### config.mk
export PLATFORM = sky130hd
export DESIGN_NAME = banked_ram_ctl
export DESIGN_NICKNAME = d
export VERILOG_FILES = /design/src/rtl/banked_ram_ctl.sv
export SDC_FILE = /design/constraint.sdc
export NUM_CORES = 1
export LEC_CHECK = 0
export ABC_AREA = 1
export CORE_ASPECT_RATIO = 0.75
export CORE_MARGIN = 2
export CORE_UTILIZATION = 50
export CTS_CLUSTER_SIZE = 24
export DETAILED_ROUTE_END_ITERATION = 10
export GPL_TIMING_DRIVEN = 0
export PLACE_DENSITY = 0.77
export REMOVE_ABC_BUFFERS = 1
export SLEW_MARGIN = 20
export SYNTH_ARGS = -nofsm -noshare
export SYNTH_HDL_FRONTEND = slang
export SYNTH_SLANG_ARGS = --single-unit
### constraint.sdc
create_clock -name clk -period 2.34 [get_ports clk]
set_input_delay 0.468 -clock clk [delete_from_list [all_inputs] [get_ports clk]]
set_output_delay 0.468 -clock clk [all_outputs]
set_load 0.01 [all_outputs]
### src/rtl/banked_ram_ctl.sv
// Single-clock banked scratch RAM with byte enables, 1- or 2-cycle registered reads,
// read-during-write forwarding and a self-timed clear sequencer.
module banked_ram_ctl #(
    parameter int unsigned DATA_W   = 16,
    parameter int unsigned NBANKS   = 2,
    parameter int unsigned BANK_W   = 1,
    parameter int unsigned ADDR_W   = 2,
    parameter int unsigned RD_LAT   = 1,
    parameter int unsigned WR_FIRST = 1
) (
    input  logic                  clk,
    input  logic                  rst,
    input  logic                  wr_en,
    input  logic [BANK_W-1:0]     wr_bank,
    input  logic [ADDR_W-1:0]     wr_addr,
    input  logic [DATA_W-1:0]     wr_data,
    input  logic [DATA_W/8-1:0]   wr_be,
    input  logic                  rd_en,
    input  logic [BANK_W-1:0]     rd_bank,
    input  logic [ADDR_W-1:0]     rd_addr,
    output logic [DATA_W-1:0]     rd_data,
    output logic                  rd_valid,
    input  logic                  clr_start,
    output logic                  busy
);

    localparam int unsigned BE_W      = DATA_W / 8;
    localparam int unsigned IDX_W     = BANK_W + ADDR_W;
    localparam int unsigned MEM_WORDS = 1 << IDX_W;
    localparam logic [BANK_W:0]    NBANKS_EXT = (BANK_W + 1)'(NBANKS);
    localparam logic [IDX_W-1:0]   LAST_IDX   = {BANK_W'(NBANKS - 1), {ADDR_W{1'b1}}};

    typedef enum logic {
        IDLE  = 1'b0,
        CLEAR = 1'b1
    } state_t;

    state_t             state, state_nx;
    logic [IDX_W-1:0]   cnt, cnt_nx;
    logic               clr_we_c;

    // Flat storage indexed by {bank, addr}; slots of nonexistent banks are never written.
    logic [DATA_W-1:0]  mem [MEM_WORDS];

    logic [IDX_W-1:0]   wr_idx_c, rd_idx_c;
    logic               wr_acc_c, rd_acc_c, rd_bank_ok_c;
    logic [DATA_W-1:0]  rd_word_c;
    logic [DATA_W-1:0]  rd_data_s1;
    logic               rd_valid_s1;

    assign wr_idx_c     = {wr_bank, wr_addr};
    assign rd_idx_c     = {rd_bank, rd_addr};
    assign rd_bank_ok_c = ({1'b0, rd_bank} < NBANKS_EXT);
    assign wr_acc_c     = wr_en && !busy && ({1'b0, wr_bank} < NBANKS_EXT) && (wr_be != '0);
    assign rd_acc_c     = rd_en && !busy;

    // Read word selection, including same-edge write forwarding when enabled.
    always_comb begin
        rd_word_c = mem[rd_idx_c];
        if ((WR_FIRST != 0) && wr_acc_c && (wr_idx_c == rd_idx_c)) begin
            for (int unsigned i = 0; i < BE_W; i++) begin
                if (wr_be[i]) rd_word_c[8*i +: 8] = wr_data[8*i +: 8];
            end
        end
        if (!rd_bank_ok_c) rd_word_c = '0;
    end

    // Clear sequencer next-state logic.
    always_comb begin
        state_nx = state;
        cnt_nx   = cnt;
        clr_we_c = 1'b0;
        case (state)
            IDLE: begin
                if (clr_start) begin
                    state_nx = CLEAR;
                    cnt_nx   = '0;
                end
            end
            CLEAR: begin
                clr_we_c = 1'b1;
                cnt_nx   = cnt + IDX_W'(1);
                if (cnt == LAST_IDX) state_nx = IDLE;
            end
        endcase
    end

    always_ff @(posedge clk or posedge rst) begin
        if (rst) begin
            state <= IDLE;
            cnt   <= '0;
            busy  <= 1'b0;
        end else begin
            state <= state_nx;
            cnt   <= cnt_nx;
            busy  <= (state_nx == CLEAR);
        end
    end

    // Storage is deliberately not reset; clear has priority over user writes.
    always_ff @(posedge clk) begin
        if (clr_we_c) begin
            mem[cnt] <= '0;
        end else if (wr_acc_c) begin
            for (int unsigned i = 0; i < BE_W; i++) begin
                if (wr_be[i]) mem[wr_idx_c][8*i +: 8] <= wr_data[8*i +: 8];
            end
        end
    end

    always_ff @(posedge clk or posedge rst) begin
        if (rst) begin
            rd_data_s1  <= '0;
            rd_valid_s1 <= 1'b0;
        end else begin
            rd_valid_s1 <= rd_acc_c;
            if (rd_acc_c) rd_data_s1 <= rd_word_c;
        end
    end

    // Optional second output register; data already fetched drains even while busy.
    generate
        if (RD_LAT == 2) begin : g_lat2
            always_ff @(posedge clk or posedge rst) begin
                if (rst) begin
                    rd_data  <= '0;
                    rd_valid <= 1'b0;
                end else begin
                    rd_valid <= rd_valid_s1;
                    if (rd_valid_s1) rd_data <= rd_data_s1;
                end
            end
        end else begin : g_lat1
            assign rd_data  = rd_data_s1;
            assign rd_valid = rd_valid_s1;
        end
    endgenerate

endmodule

Word-level counts from Yosys, hierarchy flattened
Memory sizes are Yosys's and may differ from the RTL's.
Cells that the tools add are included.
{"block": "word_totals", "n_memories": 1, "mem_bits_rw": 128, "ff_bits": 21, "wordCells": 39}
{"block": "classes", "n_bitwise": 1, "n_eq_ne": 3, "n_reduce_logical": 7, "muxes": 22, "add_sub_neg": 1}
{"name": "mem", "depth": 8, "width": 16, "rd": 1, "rd_ports_with_merged_regs": 0, "write_ports": 1, "line": "43", "rtl": "logic [DATA_W-1:0] mem [MEM_WORDS];"}
{"operator": "$mux W16", "count": 2}
{"operator": "$mux W8", "count": 2}
{"operator": "$reduce_or A16 Y1", "count": 1}
{"operator": "$mux W1", "count": 13}
{"operator": "$mux W3", "count": 2}
{"operator": "$pmux W3 S2", "count": 1}
{"operator": "$logic_and A1 B1 Y1", "count": 4}
{"operator": "$add A3 B1 Y3 const B", "count": 1}
{"operator": "$eq A3 B3 Y1", "count": 1}
{"operator": "$eq A3 B3 Y1 const B", "count": 1}
{"operator": "$mux W2", "count": 1}
{"operator": "$ne A2 B2 Y1 const B", "count": 1}
{"operator": "$pmux W1 S2", "count": 1}
{"operator": "$reduce_bool A2 Y1", "count": 1}
{"operator": "$logic_not A1 Y1", "count": 1}
{"operator": "$not A1 Y1", "count": 1}

Depth between registers and ports, before layout
{"block": "logic_depth", "depth_word": 8, "ltp_mapped": 10, "ltp_nobuf": 9}

Worst setup path after synthesis
No wires, ideal clock.
{"block": "synth_path", "kind": "register -> register", "from": "register state", "to": "memory mem[7][0], enable pin", "path_slack_ps": 387, "t_arrival_ps": 1583, "required_ps": 1970, "path_stages_with_launch": 10, "setup_ps": 370, "path_cell_list": "dfrtp_1 buf_6 nor2_8 nand2_8 buf_12 nand2_4 o21ai_2 nor2_2 nand2_1 nor2_1"}
{"block": "synth_between", "elab_chain_len": 8, "word_cells_on_any_way": 15, "classes_between": "mux: 11; reduce/logical: 4"}
{"item": "start: declaration", "line": "38", "rtl": "state_t state, state_nx;"}
{"item": "start signal: assignment", "line": "94", "rtl": "state <= state_nx;"}
{"item": "$logic_not A1 Y1"}
{"item": "$logic_and A1 B1 Y1 (2 in a row)"}
{"item": "$mux W1"}
{"item": "$mux W1", "line": "102", "rtl": "if (clr_we_c) begin"}
{"item": "$mux W1 (implied by the code)", "line": "106", "rtl": "if (wr_be[i]) mem[wr_idx_c][8*i +: 8] <= wr_data[8*i +: 8];"}
{"item": "$reduce_or A16 Y1 (no source line)"}
{"item": "$mux W3 (no source line) / $mux W2 (equally long branches)"}
{"item": "end: declaration", "line": "43"}
Several ways; a longest one is shown, not always the timed one.

Worst setup path in the final report
{"block": "layout_path", "from": "register state", "to": "memory mem[3][14], enable pin"}
Same word-level chain as after synthesis.

==> impl_results.html <==
<table>
<tr><th>Metric</th><th>Value</th></tr>
<tr><th colspan="2">Routing</th></tr>
<tr><td>Post-detailed-route count of antenna-violating nets</td><td>0</td></tr>
<tr><td>Drt wl/cell</td><td>18.8 µm</td></tr>
<tr><td>Detailed-route via count</td><td>~4800</td></tr>
<tr><td>Post-detailed-route DRC marker count</td><td>0</td></tr>
<tr><td>Wirelength, routed</td><td>roughly 16000 µm</td></tr>
<tr><td>Number of iterations in the first detailed-routing pass</td><td>7</td></tr>
<tr><td>DRT iter0 DRCs</td><td>530</td></tr>
<tr><td>Average via count per standard cell</td><td>approximately 5.7</td></tr>
<tr><th colspan="2">Synth</th></tr>
<tr><td>Total standard cell area after synthesis</td><td>around 6500 µm²</td></tr>
<tr><td>Post-synthesis mux area share</td><td>0%</td></tr>
<tr><td>Distinct cells, synth</td><td>29</td></tr>
<tr><td>Biggest area consumer among synthesized cells</td><td>sky130_fd_sc_hd__edfxtp_1</td></tr>
<tr><td>Share of the synthesized area in compound gates (AO/OA/AOI/OAI)</td><td>0.958%</td></tr>
<tr><td>Mean instance size in the synthesized netlist</td><td>between 10 and 15 µm²</td></tr>
<tr><td>Most instantiated flip-flop cell in the synthesis netlist</td><td>sky130_fd_sc_hd__edfxtp_1</td></tr>
<tr><td>Share of Yosys cell area claimed by the top area cell type</td><td>between 50% and 60%</td></tr>
<tr><td>Main combinational cell family by area after synthesis</td><td>simple AND/OR/NAND/NOR gates</td></tr>
<tr><td>Commonest cells in the synthesized netlist</td><td>sky130_fd_sc_hd__nand2_1, sky130_fd_sc_hd__edfxtp_1, sky130_fd_sc_hd__nand3_1</td></tr>
<tr><td>Fraction of the mapped netlist area in adder cells</td><td>0.383%</td></tr>
<tr><td>Synth Area in XOR/XNOR</td><td>0%</td></tr>
<tr><td>Share of synthesized area occupied by flip-flops and latches</td><td>66.9%</td></tr>
<tr><td>EDFF count, synth</td><td>128</td></tr>
<tr><td>Count of synthesis-stage warnings from yosys</td><td>0</td></tr>
<tr><td>Mapped Cells</td><td>a little over 600</td></tr>
<tr><td>Share of synthesized registers carrying an async set or reset</td><td>14.1%</td></tr>
<tr><td>Dominant cell by count in the synthesized netlist</td><td>sky130_fd_sc_hd__nand2_1</td></tr>
<tr><td>Number of register bits inferred by synthesis</td><td>149</td></tr>
<tr><td>Most area-consuming cells after synthesis</td><td>sky130_fd_sc_hd__edfxtp_1, sky130_fd_sc_hd__nand2_1, sky130_fd_sc_hd__nand3_1, sky130_fd_sc_hd__dfrtp_1, sky130_fd_sc_hd__nor2_1</td></tr>
<tr><td>Simple-Gate Fraction of Synth Area</td><td>a little over a quarter</td></tr>
<tr><th colspan="2">Setup path</th></tr>
<tr><td>Data required time at the worst endpoint</td><td>approximately 2.4 ns</td></tr>
<tr><td>Kind of launch point of the worst setup path</td><td>register</td></tr>
<tr><td>Worst endpoint data arrival time</td><td>between 2 and 2.5 ns</td></tr>
<tr><td>Largest fanout of any net on the critical path</td><td>23</td></tr>
<tr><td>Critical Setup Path Class</td><td>register to register</td></tr>
<tr><td>Critical Path Start</td><td>state</td></tr>
<tr><td>Capturing element type of the critical path</td><td>register</td></tr>
<tr><td>Startpoint of the lowest-slack register-to-register path</td><td>state</td></tr>
<tr><th colspan="2">Timing</th></tr>
<tr><td>Final period util</td><td>a little over nine tenths</td></tr>
<tr><td>Tightest Pin Transition</td><td>0.898 ns</td></tr>
<tr><td>Slew HR</td><td>roughly two fifths</td></tr>
<tr><td>Achievable clock frequency</td><td>around 0.44 GHz</td></tr>
<tr><td>Unrepaired setup endpoints after global routing</td><td>false</td></tr>
<tr><td>Final number of hold-violating endpoints</td><td>0</td></tr>
<tr><td>Final worst path period need</td><td>between 2 and 2.5 ns</td></tr>
<tr><td>Setup violations, final</td><td>0</td></tr>
<tr><td>Setup TNS</td><td>0 ns</td></tr>
<tr><td>Count of pins over their slew limit</td><td>0</td></tr>
<tr><td>Fin Clk Skew</td><td>about 0.013 ns</td></tr>
<tr><th colspan="2">Layout</th></tr>
<tr><td>Final-layout fill cell count</td><td>between 900 and 1000</td></tr>
<tr><td>Net count of the finished layout</td><td>680</td></tr>
<tr><td>N_diodes</td><td>0</td></tr>
<tr><td>Synth-to-Final Area Change</td><td>20.1%</td></tr>
<tr><td>Finished Layout Cells</td><td>approximately 830</td></tr>
<tr><td>Layout cells sized above 1</td><td>13.9%</td></tr>
<tr><th colspan="2">Global routing</th></tr>
<tr><td>Aggregate global routing overflow</td><td>0</td></tr>
<tr><td>Vias in the first global route</td><td>4587</td></tr>
<tr><td>Largest net degree at the start of global routing</td><td>42</td></tr>
<tr><td>Combined global-route utilization of all metal layers</td><td>23.7%</td></tr>
<tr><td>Number of antenna violations at the first check in global routing</td><td>0</td></tr>
<tr><td>Wire length of the first global-routing pass</td><td>approximately 24000 µm</td></tr>
<tr><th colspan="2">Clock tree</th></tr>
<tr><td>Clock transition at the registers of the reported paths</td><td>approximately 0.06 ns</td></tr>
<tr><td>Clock Root Buffer</td><td>sky130_fd_sc_hd__clkbuf_16</td></tr>
<tr><td>Total clock sinks</td><td>149</td></tr>
<tr><td>Buffer levels on the longest clock path</td><td>2</td></tr>
<tr><td>Clock tree from TritonCTS</td><td>done</td></tr>
<tr><td>Worst-skew pair later-pin latency</td><td>around 0.43 ns</td></tr>
<tr><td>Clock buffers created by TritonCTS</td><td>17</td></tr>
<tr><td>Clock H-tree levels</td><td>4</td></tr>
<tr><td>Number of hold buffers added after CTS</td><td>0</td></tr>
<tr><th colspan="2">Placement</th></tr>
<tr><td>Port Buf Inserts</td><td>46</td></tr>
<tr><td>DPL Wire Length</td><td>between 9000 and 10000 µm</td></tr>
<tr><td>GPL Wtd Cong</td><td>approximately 0.8</td></tr>
<tr><td>Dpl cells</td><td>a little under 800</td></tr>
<tr><th colspan="2">Floorplan</th></tr>
<tr><td>Horiz. Die Dim</td><td>~140 µm</td></tr>
<tr><td>Rows</td><td>36</td></tr>
<tr><td>Number of top-level pins</td><td>47</td></tr>
<tr><td>Area of the die</td><td>roughly 14000 µm²</td></tr>
<tr><td>Effective utilization at floorplan</td><td>about half</td></tr>
<tr><td>Core box area</td><td>between 10000 and 15000 µm²</td></tr>
<tr><td>Die outline height</td><td>103 µm</td></tr>
<tr><th colspan="2">Min path</th></tr>
<tr><td>Worst min path class</td><td>input pin to async pin</td></tr>
<tr><th colspan="2">Job</th></tr>
<tr><td>Number of maximum-capacitance violations</td><td>0</td></tr>
<tr><th colspan="2">Power and ir drop</th></tr>
<tr><td>Max VDD drop</td><td>about 0.76 mV</td></tr>
<tr><td>Part of the power in registers</td><td>between 40% and 50%</td></tr>
<tr><td>Proportion of power drawn by the clock network</td><td>29.0%</td></tr>
<tr><td>Leakage power of the design</td><td>around 3.1 nW</td></tr>
<tr><td>Power per cell area</td><td>1190 nW/µm²</td></tr>
<tr><td>Switching fraction of total power</td><td>between 30% and 40%</td></tr>
<tr><td>Switching power of the nets</td><td>just over 3 mW</td></tr>
<tr><td>Internal Pwr Total</td><td>about 6.3 mW</td></tr>
<tr><td>Combinational cell fraction of total power</td><td>between 20% and 30%</td></tr>
<tr><th colspan="2">Run status</th></tr>
<tr><td>Outcome</td><td>finished clean</td></tr>
</table>
[metrics by stage]
step | worst slack, ns | utilization, % | cell area (µm²) | total power, mW | hold WS [ns]
3_3_place_gp | -3.61 | 54.4 | 7010 | 6.19 | 0.463
4_1_cts | 0.00113 | 60.7 | 7820 | 9.22 | 0.487
6_report | 0.0757 | 60.9 | 7840 | 9.34 | 0.485
3_5_place_dp | -0.977 | 54.8 | 7070 | 6.31 | 0.472
2_1_floorplan | 0.242 | - | 6330 | 5.40 | 0.445
5_1_grt | 0.0298 | 60.9 | 7840 | 9.72 | 0.517
[cell type report]
class / instances / area, µm² / share of cell area (%)
Multi-Input combinational cell: 385 / 1920 / 24.5
Tap cell: 171 / 214 / 2.73
Clock inverter: 15 / 169 / 2.15
Clock buffer: 17 / 425 / 5.42
Timing Repair Buffer: 56 / 586 / 7.47
Sequential cell: 149 / 4370 / 55.7
Inverter: 40 / 159 / 2.03
[power by group through the flow]
stage	combinational, mW	clock [mW]	sequential, mW
final	2.42	2.71	4.21
after global routing	2.61	2.84	4.27
after CTS	2.31	2.71	4.20
after detailed placement	2.06	0	4.24
after global placement	1.99	0	4.20
after floorplan	1.17	0	4.23
[worst paths after layout]
path | endpoint | slack, ns | depth (start not counted)
worst min register to register | rd_data[8] | 0.49 | 2
min in group clk | rd_data[8] | 0.49 | 2
worst max-delay path | mem[3][14] | 0.08 | 7
worst min-delay path | rd_data[12] | 0.49 | 2
worst max register to register | mem[3][14] | 0.08 | 7
max in group asynchronous | rd_data[0] | 1.38 | 2
[logic make-up after synthesis]
family / count (synthesis)
AO/OA/AOI/OAI: 8
adder cells (fa/ha/maj): 2
flip-flops: 149
AND/OR/NAND/NOR: 375
buffers and inverters: 73
[sequential cells by signal, indices dropped and copies added, names as in the netlist]
signal	cells
mem	128
rd_data	16
cnt	3
rd_valid	1
state	1
[placed cells by master, fill, tap and decap left out, types with 2 or more instances in the layout]
cell type / synthesis / final
sky130_fd_sc_hd__nand2_1: 184 / 184
sky130_fd_sc_hd__edfxtp_1: 128 / 128
sky130_fd_sc_hd__nand3_1: 126 / 126
sky130_fd_sc_hd__clkdlybuf4s50_1: 0 / 40
sky130_fd_sc_hd__inv_1: 32 / 31
sky130_fd_sc_hd__dfrtp_1: 21 / 21
sky130_fd_sc_hd__nor2_1: 33 / 17
sky130_fd_sc_hd__clkbuf_16: 0 / 17
sky130_fd_sc_hd__nand4_1: 16 / 16
sky130_fd_sc_hd__nor2_4: 1 / 12
sky130_fd_sc_hd__nor2_2: 4 / 9
sky130_fd_sc_hd__inv_2: 6 / 6
sky130_fd_sc_hd__buf_4: 1 / 6
sky130_fd_sc_hd__inv_6: 0 / 5
sky130_fd_sc_hd__nand2_2: 4 / 4
sky130_fd_sc_hd__clkinv_4: 0 / 4
sky130_fd_sc_hd__buf_12: 1 / 4
sky130_fd_sc_hd__clkinvlp_4: 0 / 3
sky130_fd_sc_hd__clkbuf_2: 0 / 3
sky130_fd_sc_hd__inv_4: 1 / 2
sky130_fd_sc_hd__nor2_8: 2 / 2
sky130_fd_sc_hd__nand3_4: 2 / 2
sky130_fd_sc_hd__a21oi_2: 0 / 2
sky130_fd_sc_hd__nand2_4: 2 / 2
sky130_fd_sc_hd__o21ai_4: 1 / 2
sky130_fd_sc_hd__ha_1: 2 / 2
sky130_fd_sc_hd__bufinv_16: 0 / 2
[worst max-delay path: stages (launching register included)]
cell,delay (ns)
sky130_fd_sc_hd__dfrtp_1,0.56
sky130_fd_sc_hd__nor2_8,0.21
sky130_fd_sc_hd__nand2_8,0.18
sky130_fd_sc_hd__o21ai_4,0.23
sky130_fd_sc_hd__inv_2,0.07
sky130_fd_sc_hd__nor2_2,0.14
sky130_fd_sc_hd__nand2_1,0.20
sky130_fd_sc_hd__nor2_4,0.32
[layer usage]
metal	wire [µm]	part of all wire [%]	track usage (%)
met5	0	0	0
met4	408	2.6	10.6
met3	1580	10	5.80
met2	7640	49	40.8
met1	6060	39	29.0
[repair_timing]
action	4_1_cts	5_1_grt
endpoints found under the setup margin	144	112
pin swaps	3	1
resized for setup	34	10
hold endpoints to repair	0	0
setup buffers	6	1
No activity file was read; power rests on OpenSTA's default activity.
